[src/rtl/seed_scanner.sv]
// Seed scanner: latches a 22-bit query seed, slides it across each database
// word in nucleotide steps and hands every exact hit to the extension stage.
module seed_scanner #(
  parameter int DB_WIDTH  = 512,
  parameter int SEED_BITS = 22,
  parameter int STEP      = 2,
  parameter int MAX_SHIFT = DB_WIDTH - SEED_BITS
) (
  input  logic                clk,
  input  logic                rst,
  input  logic                queryValid,
  input  logic [DB_WIDTH-1:0] inQuery,
  input  logic [8:0]          LocationQ,
  input  logic                dbValid,
  input  logic [DB_WIDTH-1:0] inDB,
  input  logic [16:0]         dbCounter,
  input  logic                dbLast,
  output logic                dbReady,
  input  logic                load,
  input  logic                stop,
  output logic                start,
  output logic [8:0]          shiftNo,
  output logic [16:0]         dataCounter,
  output logic                queryErr,
  output logic [15:0]         hitCount,
  output logic                done
);

  typedef enum logic [2:0] {IDLE, SCAN, HIT, WAITX, DRAIN} state_t;

  localparam logic [8:0] LAST_S = 9'(MAX_SHIFT);
  localparam logic [8:0] STEP_S = 9'(STEP);

  state_t               state_q;
  logic [SEED_BITS-1:0] seed_q;
  logic                 seed_valid_q;
  logic [DB_WIDTH-1:0]  word_q;
  logic [16:0]          idx_q;
  logic                 last_q;
  logic [8:0]           s_q;
  logic                 stop_seen_q;
  logic                 start_q;
  logic [8:0]           shift_q;
  logic [16:0]          dcnt_q;
  logic                 qerr_q;
  logic [15:0]          hits_q;
  logic                 done_q;

  logic [SEED_BITS-1:0] seed_d;
  logic [8:0]           s_d;
  logic                 loc_bad;
  logic                 match;
  logic                 at_end;

  always_comb begin
    seed_d  = SEED_BITS'(inQuery >> LocationQ);
    loc_bad = LocationQ[0] | (LocationQ > LAST_S);
    match   = (SEED_BITS'(word_q >> s_q) == seed_q);
    at_end  = (s_q == LAST_S);
    s_d     = s_q + STEP_S;
  end

  always_ff @(posedge clk or posedge rst) begin
    if (rst) begin
      state_q      <= IDLE;
      seed_q       <= '0;
      seed_valid_q <= 1'b0;
      word_q       <= '0;
      idx_q        <= '0;
      last_q       <= 1'b0;
      s_q          <= '0;
      stop_seen_q  <= 1'b0;
      start_q      <= 1'b0;
      shift_q      <= '0;
      dcnt_q       <= '0;
      qerr_q       <= 1'b0;
      hits_q       <= '0;
      done_q       <= 1'b0;
    end else begin
      done_q <= 1'b0;
      case (state_q)
        IDLE: begin
          if (queryValid) begin
            seed_q       <= seed_d;
            seed_valid_q <= ~loc_bad;
            qerr_q       <= loc_bad;
            hits_q       <= '0;
          end else if (dbValid && seed_valid_q) begin
            word_q  <= inDB;
            idx_q   <= dbCounter;
            last_q  <= dbLast;
            s_q     <= '0;
            state_q <= SCAN;
          end
        end
        SCAN: begin
          if (match) begin
            shift_q <= s_q;
            dcnt_q  <= idx_q;
            start_q <= ~stop;
            state_q <= HIT;
          end else if (!at_end) begin
            s_q <= s_d;
          end else if (last_q) begin
            done_q  <= 1'b1;
            state_q <= DRAIN;
          end else begin
            state_q <= IDLE;
          end
        end
        HIT: begin
          // start is withheld while the extension stage still reports stop
          if (!start_q) begin
            if (!stop) start_q <= 1'b1;
          end else if (load) begin
            start_q     <= 1'b0;
            stop_seen_q <= 1'b0;
            if (hits_q != '1) hits_q <= hits_q + 16'd1;
            state_q     <= WAITX;
          end
        end
        WAITX: begin
          if (!stop_seen_q) begin
            if (stop) stop_seen_q <= 1'b1;
          end else if (!stop) begin
            if (!at_end) begin
              s_q     <= s_d;
              state_q <= SCAN;
            end else if (last_q) begin
              done_q  <= 1'b1;
              state_q <= DRAIN;
            end else begin
              state_q <= IDLE;
            end
          end
        end
        DRAIN:   state_q <= IDLE;
        default: state_q <= IDLE;
      endcase
    end
  end

  assign dbReady     = (state_q == IDLE) & seed_valid_q;
  assign start       = start_q;
  assign shiftNo     = shift_q;
  assign dataCounter = dcnt_q;
  assign queryErr    = qerr_q;
  assign hitCount    = hits_q;
  assign done        = done_q;

endmodule

[config.mk]
export PLATFORM = sky130hd
export DESIGN_NAME = seed_scanner
export DESIGN_NICKNAME = d
export VERILOG_FILES = /design/src/rtl/seed_scanner.sv
export SDC_FILE = /design/constraint.sdc
export NUM_CORES = 2
export LEC_CHECK = 0
export ABC_AREA = 0
export ABC_CLOCK_PERIOD_IN_PS = 47700
export BUFFER_PORTS_ARGS = -buffer_cell sky130_fd_sc_hd__buf_2
export CORE_ASPECT_RATIO = 1.5
export CORE_UTILIZATION = 40
export CTS_BUF_LIST = sky130_fd_sc_hd__clkbuf_16
export CTS_CLUSTER_SIZE = 12
export DETAILED_ROUTE_END_ITERATION = 16
export PLACE_DENSITY = 0.58
export SLEW_MARGIN = 5
export SYNTH_ARGS = -nofsm -noshare
export SYNTH_HDL_FRONTEND = slang
export SYNTH_SLANG_ARGS = --single-unit
[constraint.sdc]
create_clock -name clk -period 47.7 [get_ports clk]
set_input_delay 2.385 -clock clk [delete_from_list [all_inputs] [get_ports clk]]
set_output_delay 2.385 -clock clk [all_outputs]
set_load 0.02 [all_outputs]
# After elaboration in Yosys (flattened, before gate mapping)
# Index checks and enable logic that the tools add are counted.
[word_totals] word_cells=94 register_bits=611
[op_classes] bitwise=5 add_sub_neg=2 n_reduce_logical=14 n_mux=39 eq_ne=17 magnitude_cmp=1 shifts=2
[op_table] op="512-bit by 9-bit right shift with 22-bit output" n=2
[op_table] op="16-bit 2-to-1 mux" n=4
[op_table] op="9-bit 2-to-1 mux" n=6
[op_table] op="16-bit one-hot mux with 2 select lines" n=1
[op_table] op="3-bit 2-to-1 mux" n=10
[op_table] op="9-bit one-hot mux with 3 select lines" n=1
[op_table] op="22-bit equality test" n=1
[op_table] op="2-bit != test, second input constant" n=10
[op_table] op="16-bit by 1-bit adder with 16-bit output, second input constant" n=1
[op_table] op="16-bit != test, second input constant" n=1
[op_table] op="1-bit 2-to-1 mux" n=13
[op_table] op="3-bit one-hot mux with 4 select lines" n=1
[op_table] op="9-bit by 2-bit adder with 9-bit output, second input constant" n=1
[op_table] op="9-bit equality test, second input constant" n=1
[op_table] op="9-bit greater-than comparator, second input constant" n=1
[op_table] op="7-bit AND reduction" n=1
[op_table] op="3-bit by 2-bit equality test with 1-bit output, second input constant" n=2
[op_table] op="1-bit one-hot mux with 2 select lines" n=3
[op_table] op="2-bit AND reduction" n=3
[op_table] op="3-bit AND reduction" n=2
[op_table] op="6-bit AND reduction" n=1
[op_table] op="2-bit nonzero test" n=3
[op_table] op="5-bit AND reduction" n=1
[op_table] op="3-bit by 1-bit equality test with 1-bit output, second input constant" n=1
[op_table] op="other kinds (7)" n=9

# Longest topological paths before layout
[depth] depth_word=5 mapped_depth=20 ltp_nobuf=12

# Worst setup path before layout
# No wires, ideal clock.
[synth_timing] kind="input to register" from="input port LocationQ[0]" to="register seed_q[20]" arrival_time_ns=5.788 required_time_ns=47.617 stages=11 slack_ns=41.829 cell_sequence="clkbuf_1 clkbuf_1 buf_2 buf_1 clkbuf_1 o21ai_0 o21a_1 mux4_2 mux4_2 mux4_2 o21ai_0"
[synth_between] elab_chain_cells=1
[synth_lines] element="from (decl)" line_no="13" text="input logic [8:0] LocationQ,"
[synth_lines] element="512-bit by 9-bit right shift with 22-bit output" line_no="56" text="seed_d = SEED_BITS'(inQuery >> LocationQ);"
[synth_lines] element="to (signal assigned)" line_no="66" text="seed_q <= '0;"
[synth_lines] element="to (signal assigned)" line_no="84" text="seed_q <= seed_d;"
[synth_lines] element="to (decl)" line_no="35" text="logic [SEED_BITS-1:0] seed_q;"
# No other way between the ends.
# A chain may end at the register's enable or synchronous reset.

# Final worst setup path
[layout_timing] from="register s_q[2]" to="register dcnt_q[10], in the netlist dataCounter[10]"
[layout_between] elab_chain_cells=3
[layout_lines] element="from (decl)" line_no="40" text="logic [8:0] s_q;"
[layout_lines] element="from (signal assigned)" line_no="71" text="s_q <= '0;"
[layout_lines] element="from (signal assigned)" line_no="92" text="s_q <= '0;"
[layout_lines] element="from (signal assigned)" line_no="103" text="s_q <= s_d;"
[layout_lines] element="512-bit by 9-bit right shift with 22-bit output" line_no="58" text="match = (SEED_BITS'(word_q >> s_q) == seed_q);"
[layout_lines] element="22-bit equality test" line_no="58"
[layout_lines] element="2-bit AND reduction (no line)"
[layout_lines] element="to (signal assigned)" line_no="99" text="dcnt_q <= idx_q;"
[layout_lines] element="to (decl)" line_no="44" text="logic [16:0] dcnt_q;"
# No other way between the ends.

==> impl_metrics.ini <==
[clock_tree]
cts_buffers = 61
root_buffer = clkbuf_16
path_clk_slew_ns = 0.06
cts_tree = yes
post_cts_resized = 0
clock_latency_ns = 0.74
cts_max_level = 2
postCtsHoldBufs = 0
postCtsSetupRepairBufs = 0
cts.sinks = 609
cts.path.max_buffers = 3

[timing]
fmax_mhz = 108
post-route-period-util_pct = 19.4
min_period_ns = 9.26
drv_slew = 3
skew_ns = 0.0456
finalSetupTns_ns = 0
setup_viol_count_final = 0
maxSlewHeadroom_pct = -3.19
rsz0062_at_grt = false
hold_viol = 0
worst_slew_pin_slew_ns = 1.54

[pwr]
p_sw_mw = 2.25
cell_internal_pwr_mw = 1.90
pwr-share-comb_pct = 70.0
p_clk_share_pct = 10.8
ir_drop_mv = 0.0416
pwr-share-seq_pct = 19.2
pwr_density_cell_mw_per_mm2 = 48.5
p_leak_nw = 35.7
swShare_pct = 54.3

[synthesis]
postSynthCellCount = 7087
yosysWarnings = 0
syn-num-nets = 8146
synth_area_sq_mm = 0.0768
synth_top_area_cell = mux4_2
async_flop_share_pct = 100
synth-edff-count = 0
yosys.cell_types.count = 93
synthTopCellsByArea = mux4_2 35%, dfrtp_1 20%, mux2_2 10%
ys_seq_elements = 609
yosysTopAreaCellShare_pct = 34.5
synthFlopType = dfrtp_1
synth_area_per_cell_sq_um = 10.8
yosysSeqAreaShare_pct = 19.8

[run]
cap_violations = 2

[route]
vias = 75613
wl_um = 467000
drc = 0
firstDrtPassIters = 7
drtIter0Drc = 9594
final_antenna_net_count = 0
via_per_inst = 7.35
wl_per_cell_um = 45.4

[setup_path]
crit_top_cell = buf_4
worstSetupStartpointType = register
path_max_fanout = 145
arrival_ns = 9.86
critPathSlowestCell = a2111oi_0
end_kind = register
required_ns = 48.29
path_cells = buf_4, buf_4, buf_12, buf_4, mux2i_1, mux4_2, a2111oi_0, a221oi_1, a22oi_1, xnor2_1, nand3_1, nor4_4, nand3_4, mux2_4
critical_path_class = reg -> reg
slowest_delay_ns = 1.06

[floorplan]
ios = 1103
die_x_um = 360
dieArea_sq_mm = 0.194
fp.dieH_um = 539
core.rowCount = 196
start_util_pct = 40.3
core_area_sq_mm = 0.191

[placed_design]
routabilityCongestion = 1.13
post-place-cells = 10069
placed_cell_area_sq_mm = 0.0836
post-dp-hpwl_um = 370000
portBuffers = 1101

[finish]
syn2layout_area_growth_pct = 11.4
stdcell_count = 10284
nets = 8717
drive_above_1_share_pct = 43.3
final_area_sq_mm = 0.0856

[status]
failed_checks = max-capacitance violations, max-slew violations
status = finished with violations

[global_routing]
grt_use_total_pct = 46.9
grt_pass1_wl_um = 629000
antenna_found_initial = 188
grt-ovfl-total = 0
grt_max_degree = 187
grt_pass1_vias = 74508

[min_path]
hold_class = reg -> reg
metrics by stage:
| stage | hold WS [ns] | total power [mW] | utilization, % | setup WS (ns) |
|---|---|---|---|---|
| 2_1_floorplan | 0.459 | 2.45 | - | 28.26 |
| 3_3_place_gp | 0.465 | 3.55 | 43.8 | 38.19 |
| 6_report | 0.494 | 4.15 | 44.9 | 38.44 |
| 4_1_cts | 0.499 | 4.01 | 44.8 | 38.66 |
| 3_5_place_dp | 0.484 | 3.55 | 43.8 | 37.92 |
| 5_1_grt | 0.512 | 4.19 | 44.8 | 38.14 |
critical path: cells and delay by family (launching register included):
kind                      cells  cell delay, ns
buffers and inverters         4            2.93
xor gates and xnor gates      1            0.15
AOI/OAI and AO/OA             3            1.41
and+or+nand+nor               3            1.69
muxes                         3            1.65
DFF                           1            0.95
synthesized netlist by cell type, types with 22 or more instances:
cell,number
nor2b_1,52
a32oi_1,27
nand4_1,23
nor3_1,53
nand3_1,99
a211oi_1,119
o22ai_1,71
and3_1,48
mux2i_1,692
o21ai_0,275
a22oi_1,87
inv_1,24
mux4_2,1177
buf_2,133
a21oi_1,220
a311o_1,22
buf_1,182
mux2_2,713
dfrtp_1,609
and2_1,23
xor2_1,26
nand2_1,1074
a221oi_1,39
buf_6,30
nor2_1,367
clkbuf_1,378
a31oi_1,62
o211ai_1,59
o221ai_1,26
nand2b_1,24
buf_4,28
cell usage in the layout, fill, tap and decap left out, types with 28 or more instances in the layout:
master     count
inv_1         28
a211oi_1     119
dfrtp_1      602
buf_4        154
o22ai_1       71
a31oi_1       62
a221oi_1      39
mux2i_1      691
buf_2       1096
o211ai_1      59
a21oi_1      220
and3_1        48
nor2_1       361
diode_2      131
mux2_2       713
mux4_2      1177
nor2b_1       43
nand2_1     1073
a22oi_1       87
o21ai_0      275
nand3_1       99
nor3_1        53
clkbuf_16     62
area by class of cell:
| class | count | area (sq um) |
|---|---|---|
| clock inverters | 21 | 168 |
| multi-input cells | 5682 | 58100 |
| flip-flops and latches | 609 | 15300 |
| repair buffers | 1267 | 6950 |
| inverters | 37 | 181 |
| fillers | 18264 | 105000 |
| clock buffers | 62 | 1550 |
| diodes | 131 | 328 |
| well taps | 2475 | 3100 |
cell families after synthesis:
| logic type | synth area share, % |
|---|---|
| xor gates and xnor gates | 0.353 |
| other | 0.00488 |
| buffers and inverters | 4.67 |
| adders and majority gates | 0.0326 |
| and+or+nand+nor | 10.0 |
| muxes | 54.2 |
| AOI/OAI and AO/OA | 10.9 |
| DFF | 19.8 |
flip-flops by register name, indices dropped and copies added, names as in the netlist, 3 cells and up:
name and cells:
word_q 512, seed_q 22, dataCounter 17, idx_q 17, hitCount 16, s_q 8
shiftNo 8, state_q 3
routing by layer:
metal  part of all wire, %  global-route usage, %  up-vias  wire length (um)
li1                      -                      -    29486                 -
met1                    31                   47.1    38351            144000
met2                    46                   75.4     5740            216000
met3                    10                   15.2     1952             48900
met4                    12                   46.7       84             57100
met5                  0.11                 0.0248        -               534
final timing paths:
| path | start | to | slack (ns) | cells after the start |
|---|---|---|---|---|
| min | shiftNo[6] | shiftNo[6] | 0.49 | 2 |
| max in group asynchronous | rst | word_q[38] | 41.73 | 6 |
| min reg2reg | shiftNo[6] | shiftNo[6] | 0.49 | 2 |
| min in group asynchronous | rst | dataCounter[10] | 1.79 | 2 |
| max | s_q[2] | dataCounter[10] | 38.44 | 14 |
| max reg2reg | s_q[2] | dataCounter[10] | 38.44 | 14 |
power groups by stage:
stage | registers [mW] | logic, mW | clock network, mW
2_1_floorplan | 0.658 | 1.79 | 0
3_3_place_gp | 0.791 | 2.75 | 0
3_5_place_dp | 0.795 | 2.75 | 0
4_1_cts | 0.786 | 2.77 | 0.456
5_1_grt | 0.799 | 2.92 | 0.475
6_report | 0.796 | 2.90 | 0.450
No activity file was read; power rests on OpenSTA's default activity.
